**config.mk**
```make
export PLATFORM = sky130hd
export DESIGN_NAME = set_assoc_tag_lookup
export DESIGN_NICKNAME = d
export VERILOG_FILES = /design/src/rtl/set_assoc_tag_lookup.sv
export SDC_FILE = /design/constraint.sdc
export NUM_CORES = 1
export LEC_CHECK = 0
export ABC_CLOCK_PERIOD_IN_PS = 3300
export CAP_MARGIN = 20
export CORE_MARGIN = 2
export CORE_UTILIZATION = 24
export DETAILED_ROUTE_END_ITERATION = 16
export HOLD_SLACK_MARGIN = 0.06
export PLACE_DENSITY_LB_ADDON = 0.25
export SLEW_MARGIN = 10
export SYNTH_ARGS = -nofsm -noshare
export SYNTH_HDL_FRONTEND = slang
export SYNTH_SLANG_ARGS = --single-unit
```
**constraint.sdc**
```tcl
create_clock -name clk -period 3.3 [get_ports clk]
set_input_delay 0.495 -clock clk [delete_from_list [all_inputs] [get_ports clk]]
set_output_delay 0.495 -clock clk [all_outputs]
set_load 0.005 [all_outputs]
```
**src/rtl/set_assoc_tag_lookup.sv**
```systemverilog
// Set-associative tag/valid store with a registered hit/miss lookup, a fill port and
// a sequential invalidate-all flush. Optional multi-hit flag: SET_ASSOC_MULTI_HIT_DETECT_EN.

module set_assoc_way_cmp #(
  parameter int TAG_WIDTH = 25
) (
  input  logic                 vld,
  input  logic [TAG_WIDTH-1:0] tag,
  input  logic [TAG_WIDTH-1:0] req_tag,
  output logic                 match
);
  assign match = vld && (tag == req_tag);
endmodule

module set_assoc_tag_lookup #(
  parameter int NUM_WAYS      = 4,
  parameter int NUM_SETS      = 4,
  parameter int ADDRESS_WIDTH = 32,
  parameter int BLOCK_SIZE    = 32,
  localparam int OFFSET_WIDTH  = $clog2(BLOCK_SIZE),
  localparam int INDEX_WIDTH   = $clog2(NUM_SETS),
  localparam int TAG_WIDTH     = ADDRESS_WIDTH - INDEX_WIDTH - OFFSET_WIDTH,
  localparam int WAY_IDX_WIDTH = $clog2(NUM_WAYS)
) (
  input  logic                     clk,
  input  logic                     rst_n,
  input  logic                     reqValid,
  output logic                     reqReady,
  input  logic [ADDRESS_WIDTH-1:0] reqAddr,
  output logic                     respValid,
  input  logic                     respReady,
  output logic                     hit,
  output logic                     miss,
  output logic [NUM_WAYS-1:0]      hitWay,
  output logic [WAY_IDX_WIDTH-1:0] hitWayIdx,
  output logic [INDEX_WIDTH-1:0]   respSet,
`ifdef SET_ASSOC_MULTI_HIT_DETECT_EN
  output logic                     multiHit,
`endif
  input  logic                     fillValid,
  output logic                     fillReady,
  input  logic [INDEX_WIDTH-1:0]   fillSet,
  input  logic [WAY_IDX_WIDTH-1:0] fillWay,
  input  logic [TAG_WIDTH-1:0]     fillTag,
  input  logic                     flushReq,
  output logic                     flushBusy,
  output logic                     flushDone
);

  typedef enum logic [1:0] {IDLE, FLUSH, DONE} state_t;

  state_t                 state, state_nxt;
  logic [INDEX_WIDTH-1:0] flush_cnt;

  logic [NUM_SETS-1:0][NUM_WAYS-1:0]                valid;
  logic [NUM_SETS-1:0][NUM_WAYS-1:0][TAG_WIDTH-1:0] tags;

  logic [INDEX_WIDTH-1:0]   req_set;
  logic [TAG_WIDTH-1:0]     req_tag;
  logic                     req_acc, fill_acc, fill_same_set;
  logic [NUM_WAYS-1:0]      match;
  logic [WAY_IDX_WIDTH-1:0] match_idx;
  logic                     unused_offset;

  assign req_set       = reqAddr[OFFSET_WIDTH +: INDEX_WIDTH];
  assign req_tag       = reqAddr[ADDRESS_WIDTH-1 -: TAG_WIDTH];
  assign unused_offset = ^reqAddr[OFFSET_WIDTH-1:0];

  assign reqReady  = (state == IDLE) && (!respValid || respReady);
  assign fillReady = (state == IDLE);
  assign flushBusy = (state == FLUSH);
  assign flushDone = (state == DONE);
  assign req_acc   = reqValid && reqReady;
  assign fill_acc  = fillValid && fillReady;
  assign fill_same_set = fill_acc && (fillSet == req_set);

  // Write-first: a fill landing in the looked-up set this cycle is bypassed into the compare.
  for (genvar w = 0; w < NUM_WAYS; w++) begin : g_way
    logic                 byp;
    logic                 eff_vld;
    logic [TAG_WIDTH-1:0] eff_tag;
    assign byp     = fill_same_set && (fillWay == WAY_IDX_WIDTH'(w));
    assign eff_vld = byp || valid[req_set][w];
    assign eff_tag = byp ? fillTag : tags[req_set][w];
    set_assoc_way_cmp #(.TAG_WIDTH(TAG_WIDTH)) u_cmp (
      .vld    (eff_vld),
      .tag    (eff_tag),
      .req_tag(req_tag),
      .match  (match[w])
    );
  end

  always_comb begin
    match_idx = '0;
    for (int w = NUM_WAYS-1; w >= 0; w--)
      if (match[w]) match_idx = WAY_IDX_WIDTH'(w);
  end

  always_comb begin
    state_nxt = state;
    case (state)
      IDLE:    if (flushReq) state_nxt = FLUSH;
      FLUSH:   if (flush_cnt == INDEX_WIDTH'(NUM_SETS-1)) state_nxt = DONE;
      DONE:    state_nxt = IDLE;
      default: state_nxt = IDLE;
    endcase
  end

  always_ff @(posedge clk or negedge rst_n) begin
    if (!rst_n) begin
      state     <= IDLE;
      flush_cnt <= '0;
    end else begin
      state     <= state_nxt;
      flush_cnt <= (state == FLUSH) ? flush_cnt + 1'b1 : '0;
    end
  end

  // Fills are blocked outside IDLE, so flush clearing and fill setting never collide.
  always_ff @(posedge clk or negedge rst_n) begin
    if (!rst_n) begin
      valid <= '0;
    end else if (state == FLUSH) begin
      valid[flush_cnt] <= '0;
    end else if (fill_acc) begin
      valid[fillSet][fillWay] <= 1'b1;
    end
  end

  always_ff @(posedge clk) begin
    if (fill_acc) tags[fillSet][fillWay] <= fillTag;
  end

  always_ff @(posedge clk or negedge rst_n) begin
    if (!rst_n) begin
      respValid <= 1'b0;
      hit       <= 1'b0;
      miss      <= 1'b0;
      hitWay    <= '0;
      hitWayIdx <= '0;
      respSet   <= '0;
`ifdef SET_ASSOC_MULTI_HIT_DETECT_EN
      multiHit  <= 1'b0;
`endif
    end else if (req_acc) begin
      respValid <= 1'b1;
      hit       <= |match;
      miss      <= ~|match;
      hitWay    <= match;
      hitWayIdx <= match_idx;
      respSet   <= req_set;
`ifdef SET_ASSOC_MULTI_HIT_DETECT_EN
      multiHit  <= ($countones(match) > 1);
`endif
    end else if (respReady) begin
      respValid <= 1'b0;
      hit       <= 1'b0;
      miss      <= 1'b0;
      hitWay    <= '0;
      hitWayIdx <= '0;
      respSet   <= '0;
`ifdef SET_ASSOC_MULTI_HIT_DETECT_EN
      multiHit  <= 1'b0;
`endif
    end
  end

`ifdef SET_ASSOC_MULTI_HIT_DETECT_EN
  a_no_multi_hit: assert property (@(posedge clk) disable iff (!rst_n) !multiHit)
    else $error("duplicate tag match in set %0d, ways %b", respSet, hitWay);
`endif

endmodule

```
==> results.md, run 1 <==
- I/O pins: 82
- CP required: 3.76 ns
- Post-synthesis compound-gate area fraction: 0.0137
- Syn avg cell area: 19.3 um2
- Starting Density: 0.243
- Inst Count DP: 2077
- Least-Margin Pin Slew: 0.739 ns
- Total grt overflow: 0
- RSZ-0062 raised after global routing: no
- Worst Setup EP: hit$_DFFE_PN0P_
- Rows: 100
- Clock transition at path regs: 0.06 ns
- CTS Buffer Depth: 3
- H-tree depth: 2
- Dominant synthesized flop cell: edfxtp_1
- Die Width: 279 um
- Die area: 77800 um2
- CP max FO: 8
- Placed inst area: 21500 um2
- Vias per std cell: 4.43
- Mapped Nets: 1009
- Drt first pass iters: 4
- CP Buf/Inv Count: 4
- Fin crit period: 3.16 ns
- GP Congestion: 0.746
- Remaining antenna violation count: 0
- I/O Buffers: 76
- Crit start category: flop
- Post-synth cell types: 45
- Worst skew pair latency: 0.58 ns
- Root buf cell: clkbuf_16
- Status: complete, no violations
- Multiplexer share of the synthesized area: 0.183
- Register bit total from synthesis: 431
- Main combinational cell family by area after synthesis: multiplexers
- Fin worst setup slack: 0.139 ns
- Worst R2R Start: state[0]$_DFFE_PN0P_
- Initial DRC count: 643
- CP delay by family, top: simple AND/OR/NAND/NOR gates
- Core area: 74600 um2
- Commonest non-fill, non-tap cell in the layout: edfxtp_1
- Peak Freq: 0.316 GHz
- Detail Placement HPWL: 33.8 mm
- Worst setup path startpoint: state[0]$_DFFE_PN0P_
- Area Growth Syn to Fin: 27.5%
- Most frequent cells in the layout: edfxtp_1 (400), buf_4 (114), mux4_2 (104), mux2i_1 (96), xnor2_1 (81)
- Final Hold Violating Endpoints: 0
- Leak: 8.05 nW
- Cell Chain, Critical Path: buf_4, nor3b_4, nand4_1, buf_12, buf_12, mux2i_1, xnor2_1, nor4_1, buf_4, nand4_1, o21ai_1, or2_1, a2bb2oi_2
- Worst R2R End: hit$_DFFE_PN0P_
- Post-Route WL: 52.2 mm
- GRT Util Overall: 0.135
- Sequential area share after synthesis: 0.705
- Peak VDD IR: 349 uV
- Async set-reset flop share out of synthesis: 0.0719
- Cell Area, Synth: 18100 um2
- Mapped Cells: 938
- Design area: 23100 um2
- Hold WC Path Type: input port to async pin
- MaxCap Viol Count: 0
- Post-Synth Simple-Gate Area: 0.0331
- Worst r2r path cells: 13
- Clk_skew: 0.0208 ns
- Adder-cell share of the synthesized area: 0.00276
- First-pass GRT wire length: 74.9 mm
- Fin cells: 2171
- Power Total: 12.8 mW
- Worst slack at placement: -0.718 ns
- CP max stage cell: xnor2_1
- DRC: 0
- Power Density: 554 nW/um2
- XOR/XNOR Fraction of Synth Area: 0.0478
- TritonCTS buffer count: 49
- Final setup violation count: 0
- Antenna violations before repair: 0
- Layout cells sized above 1: 0.290
- WL per Instance: 24.1 um
- Clock Sinks: 431
- Normalized max-slew margin: 0.501
- Die span in y: 279 um
- Period utilisation layout: 0.958
- ANT cells: 0
- Final Max Tran Viols: 0
- CTS tree: built
- Worst setup path class: flop to flop
- CP Capture Type: flop
- Reg2reg setup slack: 0.14 ns
- Critical path's largest stage delay: 0.50 ns
- Largest net degree at the start of global routing: 38
- WP depth: 13
- Via count: 9607
- Critical path arrival: 3.62 ns
- Nets: 1235
- EDFF count, synth: 400
- Synth warn: 0
- Vias in the first global route: 10.2k
[power breakdown]
group          leakage [nW]  internal [mW]  total, mW  switching, mW
Sequential             4.02           6.14       6.22         0.0722
Combinational          3.31          0.684       1.46          0.778
Clock                 0.732           2.99       5.12           2.13
Total                  8.05           9.82       12.8           2.98
[timing repair]
item | CTS | global route
setup endpoints to repair | 6 | 6
pin swaps | 0 | 4
cloned | 0 | 0
gates resized for setup | 3 | 8
hold buffers | 0 | 0
buffers inserted | 0 | 5
[flip-flops by register name, indices dropped and copies added, names as in the netlist, 2 cells and up]
| register | flops |
|---|---|
| hitWay | 4 |
| state | 2 |
| tags | 400 |
| flush_cnt | 2 |
| hitWayIdx | 2 |
| respSet | 2 |
| valid | 16 |
[synth_stat cells (4+ instances only)]
cell	count	area share
nand4_1	9	0.0031
nand2_1	19	0.0039
nand3b_1	5	0.0021
clkbuf_1	21	0.0043
dfrtp_1	31	0.043
buf_2	19	0.0052
a21oi_1	4	0.0011
mux4_2	104	0.13
nand2b_1	5	0.0017
xnor2_1	81	0.039
edfxtp_1	400	0.66
ha_1	4	0.0028
nor4_1	20	0.0069
inv_1	9	0.0019
buf_1	5	0.0010
nor2_1	29	0.0060
o21ai_1	5	0.0014
mux2i_1	97	0.054
xor2_1	18	0.0087
a21o_1	16	0.0066
nor2b_1	4	0.0014
[cell type report]
cell class / count / area, um2
clock buffer: 67 / 1350
clock inverter: 22 / 156
fill: 7305 / 51400
inverter: 9 / 33.8
multi-input combinational: 449 / 5280
sequential: 431 / 12800
tap: 969 / 1210
timing repair buffer: 224 / 2310
[how the worst min path moves through the flow]
stage | startpoint | to | slack [ns] | depth (start not counted)
floorplan | rst_n | flush_cnt[0]$_DFF_PN0_ | 0.20 | 0
global placement | valid[12]$_DFFE_PN0P_ | valid[12]$_DFFE_PN0P_ | 0.45 | 1
detailed placement | valid[8]$_DFFE_PN0P_ | valid[8]$_DFFE_PN0P_ | 0.46 | 1
CTS | rst_n | flush_cnt[1]$_DFF_PN0_ | 0.30 | 2
global route | rst_n | flush_cnt[1]$_DFF_PN0_ | 0.35 | 2
finish | rst_n | flush_cnt[1]$_DFF_PN0_ | 0.31 | 2
[cell families after synthesis]
kind of cell | count (synthesis)
AO/OA/AOI/OAI | 35
XOR/XNOR | 99
adder cells (fa/ha/maj) | 4
buffers and inverters | 58
flip-flops | 431
multiplexers | 201
AND/OR/NAND/NOR | 110
[per-layer routing]
metal	GRT usage	part of all wire	vias to the layer above	wire length [um]
met2	0.229	0.49	173	25700
met3	0.0214	0.037	52	1950
met4	0.0313	0.015	0	804
li1	-	-	4236	-
met5	0	0	-	0
met1	0.182	0.45	5146	23800
[metrics by stage]
stage	hold slack, ns	utilization	setup TNS, ns
3_3_place_gp	0.454	0.289	-3.59
6_report	0.313	0.310	0
3_5_place_dp	0.460	0.289	-4.20
2_1_floorplan	0.199	-	0
4_1_cts	0.302	0.309	0
5_1_grt	0.345	0.310	0
(Power assumes the default switching activity.)
==> run 2: changes to the inputs <==
- CORE_MARGIN: 2 -> 4
==> run 2 against run 1 <==
Wire length grew 1.3%. Core utilization decreased by 0.19 points. Die area grew 2.9%. Non-clock buffer count decreased by 14. Sequential power barely moved. Critical endpoint unchanged. Fmax is 3.3% lower. Sequential share of layout area up 0.25 points. Via count up 0.54%. Clock power decreased by 4%.
==> results.md, run 2 (synthesis gave the netlist of run 1 again) <==
- Status: complete, no violations
- Critical path's largest stage delay: 0.44 ns
- Hold WC Path Type: input port to async pin
- Via count: 9659
- CP max stage cell: dfrtp_2
- H-tree depth: 2
- Die span in y: 283 um
- Cell Chain, Critical Path: or3b_4, and4bb_4, buf_12, buf_12, mux2i_4, xnor2_2, nor4_1, nand4_1, nor4_4, buf_4, or2_4, a2bb2oi_2
- GRT Util Overall: 0.133
- Largest net degree at the start of global routing: 32
- CP Buf/Inv Count: 3
- RSZ-0062 raised after global routing: yes
- Layout cells sized above 1: 0.291
- Leak: 7.96 nW
- Normalized max-slew margin: 0.623
- Worst skew pair latency: 0.58 ns
- Final Hold Violating Endpoints: 0
- Peak Freq: 0.306 GHz
- Antenna violations before repair: 1
- Final setup violation count: 0
- Power Total: 12.6 mW
- Most common cell on crit path: buf_12
- GP Congestion: 0.720
- Root buf cell: clkbuf_16
- Total grt overflow: 0
- Max reg flops: 400
- Most frequent cells in the layout: edfxtp_1 (400), mux4_2 (104), buf_4 (100), mux2i_1 (89), xnor2_1 (78)
- Power Density: 548 nW/um2
- Initial DRC count: 638
- TritonCTS buffer count: 47
- Die area: 80000 um2
- CP max FO: 5
- WL per Instance: 24.6 um
- Fill count: 7235
- I/O Buffers: 76
- Largest registers: tags: 400 flops, valid: 16 flops, hitWay: 4 flops
- Peak VDD IR: 296 uV
- Post-Route WL: 52.9 mm
- Die Width: 283 um
- CTS Buffer Depth: 3
- Detail Placement HPWL: 32.9 mm
- Final Max Tran Viols: 0
- Clock Sinks: 431
- Clock transition at path regs: 0.06 ns
- Biggest register: tags
- Vias in the first global route: 10.3k
- Remaining antenna violation count: 0
- Core area: 74700 um2
- CTS tree: built
- Drt first pass iters: 5
- Nets: 1219
- I/O pins: 82
- Fin cells: 2154
- Worst setup path class: flop to flop
- Commonest non-fill, non-tap cell in the layout: edfxtp_1
- Crit start category: flop
- DRC: 0
- Fin crit period: 3.27 ns
- CP Capture Type: flop
- Area Growth Syn to Fin: 27.0%
- Starting Density: 0.243
- Rows: 100
- Critical path arrival: 3.78 ns
- First-pass GRT wire length: 75.2 mm
- MaxCap Viol Count: 0
- Inst Count DP: 2058
- Period utilisation layout: 0.990
- Clk_skew: 0.0180 ns
- CP delay by family, top: simple AND/OR/NAND/NOR gates
- CP required: 3.82 ns
- Vias per std cell: 4.48
- Least-Margin Pin Slew: 0.563 ns
==> run 2: final timing paths <==
| check | startpoint | end | slack [ns] | cells after the start |
|---|---|---|---|---|
| worst max register to register | state[0]$_DFFE_PN0P_ | hit$_DFFE_PN0P_ | 0.03 | 12 |
| worst min-delay path | rst_n | valid[15]$_DFFE_PN0P_ | 0.32 | 2 |
| worst max-delay path | state[0]$_DFFE_PN0P_ | hit$_DFFE_PN0P_ | 0.03 | 12 |
| max in group asynchronous | rst_n | state[0]$_DFFE_PN0P_ | 2.65 | 2 |
| min in group clk | valid[9]$_DFFE_PN0P_ | valid[9]$_DFFE_PN0P_ | 0.47 | 1 |
| worst min register to register | valid[9]$_DFFE_PN0P_ | valid[9]$_DFFE_PN0P_ | 0.47 | 1 |
==> run 2: area by class of cell <==
type                       instances  area, um2  share of cell area
clock buffer                      64       1270              0.0552
clock inverter                    21        154             0.00668
multi-input combinational        449       5340               0.232
inverter                           9       33.8             0.00147
sequential                       431      12800               0.556
antenna                            1       2.50            0.000109
tap                              969       1210              0.0527
timing repair buffer             210       2220              0.0966
==> run 2: timing repair <==
action / in CTS / in global routing
cloned: 2 / 0
gates resized for setup: 14 / 13
pin swaps: 5 / 4
setup buffers: 6 / 2
setup endpoints to repair: 7 / 7
hold buffers: 0 / 0
==> run 2: power by group <==
| part | leakage [nW] | internal, mW | switching, mW | total, mW |
|---|---|---|---|---|
| clock | 0.698 | 2.84 | 2.09 | 4.93 |
| sequential | 4.01 | 6.14 | 0.0754 | 6.22 |
| combinational | 3.25 | 0.693 | 0.769 | 1.46 |
| total | 7.96 | 9.68 | 2.93 | 12.6 |
==> run 2: through the flow <==
step	hold WS, ns	area (um2)	setup WS (ns)	setup TNS (ns)	utilization
finish	0.325	23000	0.0327	0	0.308
global route	0.334	23000	-0.0972	-0.332	0.308
CTS	0.301	22900	-0.0291	-0.0370	0.307
detailed placement	0.462	21300	-0.769	-4.80	0.286
global placement	0.453	21300	-0.727	-4.61	0.286
floorplan	0.199	18100	0.407	0	-
==> run 2: per-layer routing <==
layer  part of all wire  GRT usage
met1               0.44      0.178
met2               0.50      0.228
met3              0.038     0.0195
met4              0.016     0.0301
met5                  0          0
==> run 3: changes to the inputs <==
- GPL_TIMING_DRIVEN: not set -> 1
==> results of run 3 <==
Final layout, timing and power as in run 2 (identical DEF).
